<file path="config.mk">
export PLATFORM = sky130hd
export DESIGN_NAME = power_accum
export DESIGN_NICKNAME = d
export VERILOG_FILES = /design/src/rtl/power_accum.sv
export SDC_FILE = /design/constraint.sdc
export NUM_CORES = 2
export LEC_CHECK = 0
export CORE_ASPECT_RATIO = 1.4
export CORE_UTILIZATION = 40
export DETAILED_ROUTE_END_ITERATION = 6
export PLACE_DENSITY = 0.54
export SLEW_MARGIN = 5
export SYNTH_ARGS = -nofsm -noshare
export SYNTH_HDL_FRONTEND = slang
export SYNTH_SLANG_ARGS = --single-unit
</file>
<file path="constraint.sdc">
create_clock -name clk -period 7.25 [get_ports clk]
set_input_delay 1.45 -clock clk [delete_from_list [all_inputs] [get_ports clk]]
set_output_delay 1.45 -clock clk [all_outputs]
set_load 0.05 [all_outputs]
</file>
<file path="src/rtl/power_accum.sv">
// Instantaneous power I^2+Q^2 integrated over a fixed window of 2^ACC_LEN_LOG2 valid samples.
// Three-stage pipeline: square, add, accumulate; window sum is held on dout between windows.
module power_accum #(
  parameter int IQ_WIDTH     = 16,
  parameter int ACC_LEN_LOG2 = 10,
  parameter int DOUT_WIDTH   = 64
) (
  input  logic                       clk,
  input  logic                       rst_n,
  input  logic signed [IQ_WIDTH-1:0] din_i,
  input  logic signed [IQ_WIDTH-1:0] din_q,
  input  logic                       din_valid,
  input  logic                       clr,
  output logic [DOUT_WIDTH-1:0]      dout,
  output logic                       dout_valid
);

  localparam int SQ_W  = 2 * IQ_WIDTH;
  localparam int ACC_W = SQ_W + ACC_LEN_LOG2;

  if (ACC_LEN_LOG2 < 1 || ACC_LEN_LOG2 > 20 || ACC_W > DOUT_WIDTH) begin : g_param_check
    $error("power_accum: ACC_LEN_LOG2 must be 1..20 and 2*IQ_WIDTH+ACC_LEN_LOG2 <= DOUT_WIDTH");
  end

  logic signed [SQ_W-1:0]     ext_i_s, ext_q_s;
  logic signed [SQ_W-1:0]     prod_i_s, prod_q_s;
  logic                       cnt_max_s;
  logic [ACC_W-1:0]           sum_s;

  logic [ACC_LEN_LOG2-1:0]    cnt_r;
  logic [SQ_W-1:0]            sq_i_r, sq_q_r;
  logic                       v1_r, last1_r;
  logic [SQ_W-1:0]            p_r;
  logic                       v2_r, last2_r;
  logic [ACC_W-1:0]           acc_r;
  logic [DOUT_WIDTH-1:0]      dout_r;
  logic                       dout_valid_r;

  // Squares are formed at full product width so the most negative input squares exactly.
  always_comb begin
    ext_i_s   = SQ_W'(din_i);
    ext_q_s   = SQ_W'(din_q);
    prod_i_s  = ext_i_s * ext_i_s;
    prod_q_s  = ext_q_s * ext_q_s;
    cnt_max_s = (cnt_r == {ACC_LEN_LOG2{1'b1}});
    sum_s     = acc_r + ACC_W'(p_r);
  end

  // Stage 1: square registers, sample counter and window-end tag.
  always_ff @(posedge clk or negedge rst_n) begin
    if (!rst_n) begin
      sq_i_r  <= {SQ_W{1'b0}};
      sq_q_r  <= {SQ_W{1'b0}};
      v1_r    <= 1'b0;
      last1_r <= 1'b0;
      cnt_r   <= {ACC_LEN_LOG2{1'b0}};
    end else if (clr) begin
      v1_r    <= 1'b0;
      last1_r <= 1'b0;
      cnt_r   <= {ACC_LEN_LOG2{1'b0}};
    end else begin
      v1_r    <= din_valid;
      last1_r <= din_valid & cnt_max_s;
      if (din_valid) begin
        sq_i_r <= $unsigned(prod_i_s);
        sq_q_r <= $unsigned(prod_q_s);
        cnt_r  <= cnt_r + ACC_LEN_LOG2'(1'b1);
      end
    end
  end

  // Stage 2: instantaneous power; the sum of two squares fits in SQ_W bits.
  always_ff @(posedge clk or negedge rst_n) begin
    if (!rst_n) begin
      p_r     <= {SQ_W{1'b0}};
      v2_r    <= 1'b0;
      last2_r <= 1'b0;
    end else if (clr) begin
      v2_r    <= 1'b0;
      last2_r <= 1'b0;
    end else begin
      p_r     <= sq_i_r + sq_q_r;
      v2_r    <= v1_r;
      last2_r <= last1_r;
    end
  end

  // Stage 3: window accumulation; a restart drops any window end still in flight.
  always_ff @(posedge clk or negedge rst_n) begin
    if (!rst_n) begin
      acc_r        <= {ACC_W{1'b0}};
      dout_r       <= {DOUT_WIDTH{1'b0}};
      dout_valid_r <= 1'b0;
    end else if (clr) begin
      acc_r        <= {ACC_W{1'b0}};
      dout_valid_r <= 1'b0;
    end else if (v2_r) begin
      if (last2_r) begin
        dout_r       <= DOUT_WIDTH'(sum_s);
        acc_r        <= {ACC_W{1'b0}};
        dout_valid_r <= 1'b1;
      end else begin
        acc_r        <= sum_s;
        dout_valid_r <= 1'b0;
      end
    end else begin
      dout_valid_r <= 1'b0;
    end
  end

  assign dout       = dout_r;
  assign dout_valid = dout_valid_r;

endmodule
</file>
**Word-level counts from Yosys, hierarchy flattened**

Cells that the tools add are included.
Widths: inputs -> output; s select.

- Flip-flop bits (word level): 195
- Latch bits: 0
- RAM bits: 0
- ROM bits: 0
- Input port bits: 36
- Output and inout port bits: 65
- Word-level logic and storage cells: 35
- Memories kept: 0

- $add $sub $neg: 3
- Multiply operators: 2
- Div/mod/pow operators: 0
- $lt $le $gt $ge: 0
- Equal/unequal tests: 1
- Shift-type cells: 0
- Muxes and demuxes: 12
- Bitwise logic cells: 2
- Reduce and logical (&&, ||, !) cells: 4

Operator list:

| operator | count |
|---|---|
| $mux 42 | 3 |
| $mul 16x16->32 | 2 |
| $add 42x32->42 | 1 |
| $add 32x32->32 | 1 |
| $mux 10 | 2 |
| $add 10x1->10 const B | 1 |
| $eq 10x10->1 const B | 1 |
| $mux 1 | 7 |
| $reduce_bool 2->1 | 2 |
| $reduce_and 3->1 | 1 |
| $reduce_and 2->1 | 1 |
| $and 1x1->1 | 1 |
| $not 1->1 | 1 |

**Depth between registers and ports, before layout**

- Word-level depth: 4
- Mapped depth: 24
- Mapped depth without buffers: 23

**Worst setup path after synthesis**

Ideal clock, no wire load.

- Kind: input to register
- From: input port din_q[5]
- To: register sq_q_r[31]
- Data arrival time: 7.134 ns
- Path slack: 0.029 ns
- Stages: 21
- Path buffers: 3
- Cells stage by stage: clkbuf_1 clkbuf_1 nand2_1 fa_1 inv_1 fa_1 fa_1 fa_1 fa_1 inv_1 fa_1 inv_1 ha_1 clkbuf_1 and3_1 and2_1 a21oi_1 a311oi_1 a211o_1 nand4_1 o211ai_1

- Cells in the longest elaborated chain, start to end: 1

RTL lines:

| item | RTL line | text |
|---|---|---|
| start, declared | 11 | `input logic signed [IQ_WIDTH-1:0] din_q,` |
| $mul 16x16->32 | 44 | `prod_q_s = ext_q_s * ext_q_s;` |
| end signal, assigned | 53 | `sq_q_r <= {SQ_W{1'b0}};` |
| end signal, assigned | 66 | `sq_q_r <= $unsigned(prod_q_s);` |
| end, declared | 31 | `logic [SQ_W-1:0] sq_i_r, sq_q_r;` |

Every way passes these cells.
A chain may end at the register's enable or synchronous reset.

**Final worst setup path**

- From: input port din_q[11]
- To: register sq_q_r[31]

Same word-level chain as after synthesis.

==> results.py <==
metrics = {
    "placement": {
        "gp_congestion": 0.916,
        "dpl_cell_area_um2": 32400,
        "dp_slack_ps": -470,
        "io_buffers": 78,
        "dp_hpwl_mm": 60.2,
        "placed_cells": 4334,
    },
    "routing": {
        "vias_per_cell": 4.90,
        "drc_errors": 0,
        "antenna_left": 0,
        "first_pass_iters": 7,
        "drt_wl_total_mm": 69.7,
        "drt_iter0_markers": 900,
        "wl_per_cell_um": 16.0,
        "vias": 21400,
    },
    "yosys": {
        "yosys.area.top_type": "fa_1",
        "syn_avg_cell_area_um2": 9.20,
        "yosysMostFrequentCell": "inv_1",
        "ys_types": 76,
        "netlist_area_um2": 28300,
        "synthTopCellsByArea": "fa_1 (33%), dfrtp_1 (17%), ha_1 (11%)",
        "synthDominantCellAreaShare_pct": 33.0,
        "ys.flop_type": "dfrtp_1",
        "async_flop_share_pct": 100,
        "yosys_warnings": 0,
        "synth_seq_cells": 193,
        "yosys-top-cells-count": "inv_1 (662), fa_1 (467), nand2_1 (369)",
        "synth_edf_count": 0,
        "syn_inst": 3076,
        "yosysSeqAreaShare_pct": 17.1,
    },
    "timing": {
        "fin_worst_skew_ps": 20.0,
        "whs_ps": 472,
        "drv_slew": 0,
        "setup_violations": 0,
        "fin_ws_ps": 220,
        "finalCritPeriodShare_pct": 97.0,
        "slew_headroom_pct": 32.9,
        "fmax_mhz": 142,
        "worst_pin_slew_ps": 1010,
        "rsz0062_at_grt": "yes",
        "hold_viol": 0,
        "fin_crit_ps": 7030,
    },
    "layout": {
        "regArea_um2": 4830,
        "nFillCells": 6730,
        "diodes": 0,
        "multi_input_area_um2": 20700,
        "drive_above_1_share_pct": 13.5,
        "fin_area_um2": 33300,
        "post_layout_nonfiller_instances": 4367,
        "finalNetCount": 4167,
        "syn2layout_area_growth_pct": 17.7,
    },
    "global_route": {
        "grtUsageTotal_pct": 20.5,
        "grt_pass1_vias": 23400,
        "antenna_found_initial": 0,
        "grt_first_pass_wirelength_mm": 117,
        "grt_start_max_net_pins": 117,
        "gr-total-overflow": 0,
    },
    "cts": {
        "h-tree-depth": 4,
        "cts_buffer_depth": 2,
        "hold_buffers": 0,
        "numCtsBuffers": 17,
        "clkSinkCount": 193,
        "clk_latency_ps": 460,
        "cts_root_buffer": "clkbuf_16",
        "clk_pin_slew_worst_paths_ps": 80,
        "cts_tree": "built",
    },
    "worst_setup_path": {
        "cp_data_arrival_time_ps": 7400,
        "r2r_cells": 10,
        "path_class": "input pin to register",
        "cp_max_fo": 9,
        "crit_start": "din_q[11]",
        "r2r_setup_slack_ps": 3890,
        "r2r-end": "dout[30]",
        "reg2reg_from": "p_r[0]",
        "critPathCaptureType": "register",
        "crit_path_start_kind": "input pin",
        "cpMaxStageDelayCell": "fa_1",
        "max_stage_delay_ps": 550,
        "crit_required_ps": 7620,
        "endpoint": "sq_q_r[31]",
    },
    "floorplan": {
        "dieArea_um2": 71800,
        "die_w_um": 227,
        "core_area_um2": 70100,
        "rows": 115,
        "start_util_pct": 40.4,
        "io_pins": 101,
        "die_y_um": 317,
    },
    "worst_hold_path": {
        "hp-start": "v1_r",
        "hp-class": "register to register",
        "holdPathStages": 1,
    },
    "run": {
        "cap_violations": 0,
    },
    "outcome": {
        "status": "completed",
    },
}
-- state kept, by name, indices dropped and copies added (netlist names), 10 cells and up --
register / cells
acc_r: 42
dout: 42
p_r: 32
sq_i_r: 31
sq_q_r: 31
cnt_r: 10
-- area by class of cell --
class | count | area share (%)
tap | 936 | 3.52
clock inverter | 15 | 0.639
multi-input combinational | 2118 | 62.1
clock buffer | 17 | 1.28
sequential | 193 | 14.5
timing repair buffer | 423 | 10.5
inverter | 665 | 7.50
-- worst max-delay path, delay by kind of cell --
kind	cells	cell delay [ps]
AO/OA/AOI/OAI	5	1000
AND/OR/NAND/NOR	3	380
adder cells (fa/ha/maj)	7	3270
buffers and inverters	10	1290
-- cells by family after synthesis --
group,after synthesis,synth area share [%]
compound gates,497,11.3
xor+xnor,141,4.36
fa+ha+maj,713,43.9
buf+inv,786,10.8
flops,193,17.1
mux,22,0.853
other cells,1,0.0133
simple gates,723,11.6
-- metal layers --
metal  track usage [%]  part of all wire, %  vias to the layer above
met4              4.87                  2.2                        0
met3              1.17                  1.5                       74
li1                  -                    -                    10300
met5                 0                    0                        -
met2              40.9                   56                      236
met1              23.3                   40                    10800
-- cells in the final DEF (no fill, tap or decap), drive strengths merged, types with 16 or more instances in the layout --
| cell | netlist | final |
|---|---|---|
| clkdlybuf4s50 | 0 | 70 |
| fa | 467 | 467 |
| a21o | 42 | 42 |
| xnor2 | 97 | 97 |
| ha | 246 | 246 |
| o21ai | 150 | 150 |
| o21a | 24 | 24 |
| or3 | 16 | 16 |
| nand3 | 26 | 26 |
| a21oi | 110 | 110 |
| and3 | 20 | 20 |
| inv | 662 | 668 |
| clkbuf | 89 | 18 |
| nand2 | 369 | 369 |
| a211oi | 19 | 19 |
| nor2 | 117 | 117 |
| xor2 | 44 | 44 |
| dfrtp | 193 | 193 |
| nor3 | 19 | 19 |
| buf | 32 | 346 |
| conb | 1 | 22 |
| a22o | 28 | 28 |
| and2 | 75 | 75 |
-- what timing repair did --
item	in CTS	in global routing
setup endpoints to repair	0	21
gates resized for setup	0	59
setup buffers	0	1
-- metrics by stage --
stage	TNS (ps)	util [%]
4_1_cts	0	47.2
3_3_place_gp	-5330	46.3
2_1_floorplan	0	-
3_5_place_dp	-7030	46.3
5_1_grt	-136	47.5
6_report	0	47.5
-- how the worst min path moves through the flow --
stage,end,slack (ps)
finish,v2_r,470
CTS,v2_r,480
floorplan,last2_r,440
detailed placement,last2_r,450
global route,dout[10],510
global placement,last2_r,450
Power is left out: the tool's default activity adds up to more than one toggle a clock period on the data nets, which glitch-free logic cannot reach.
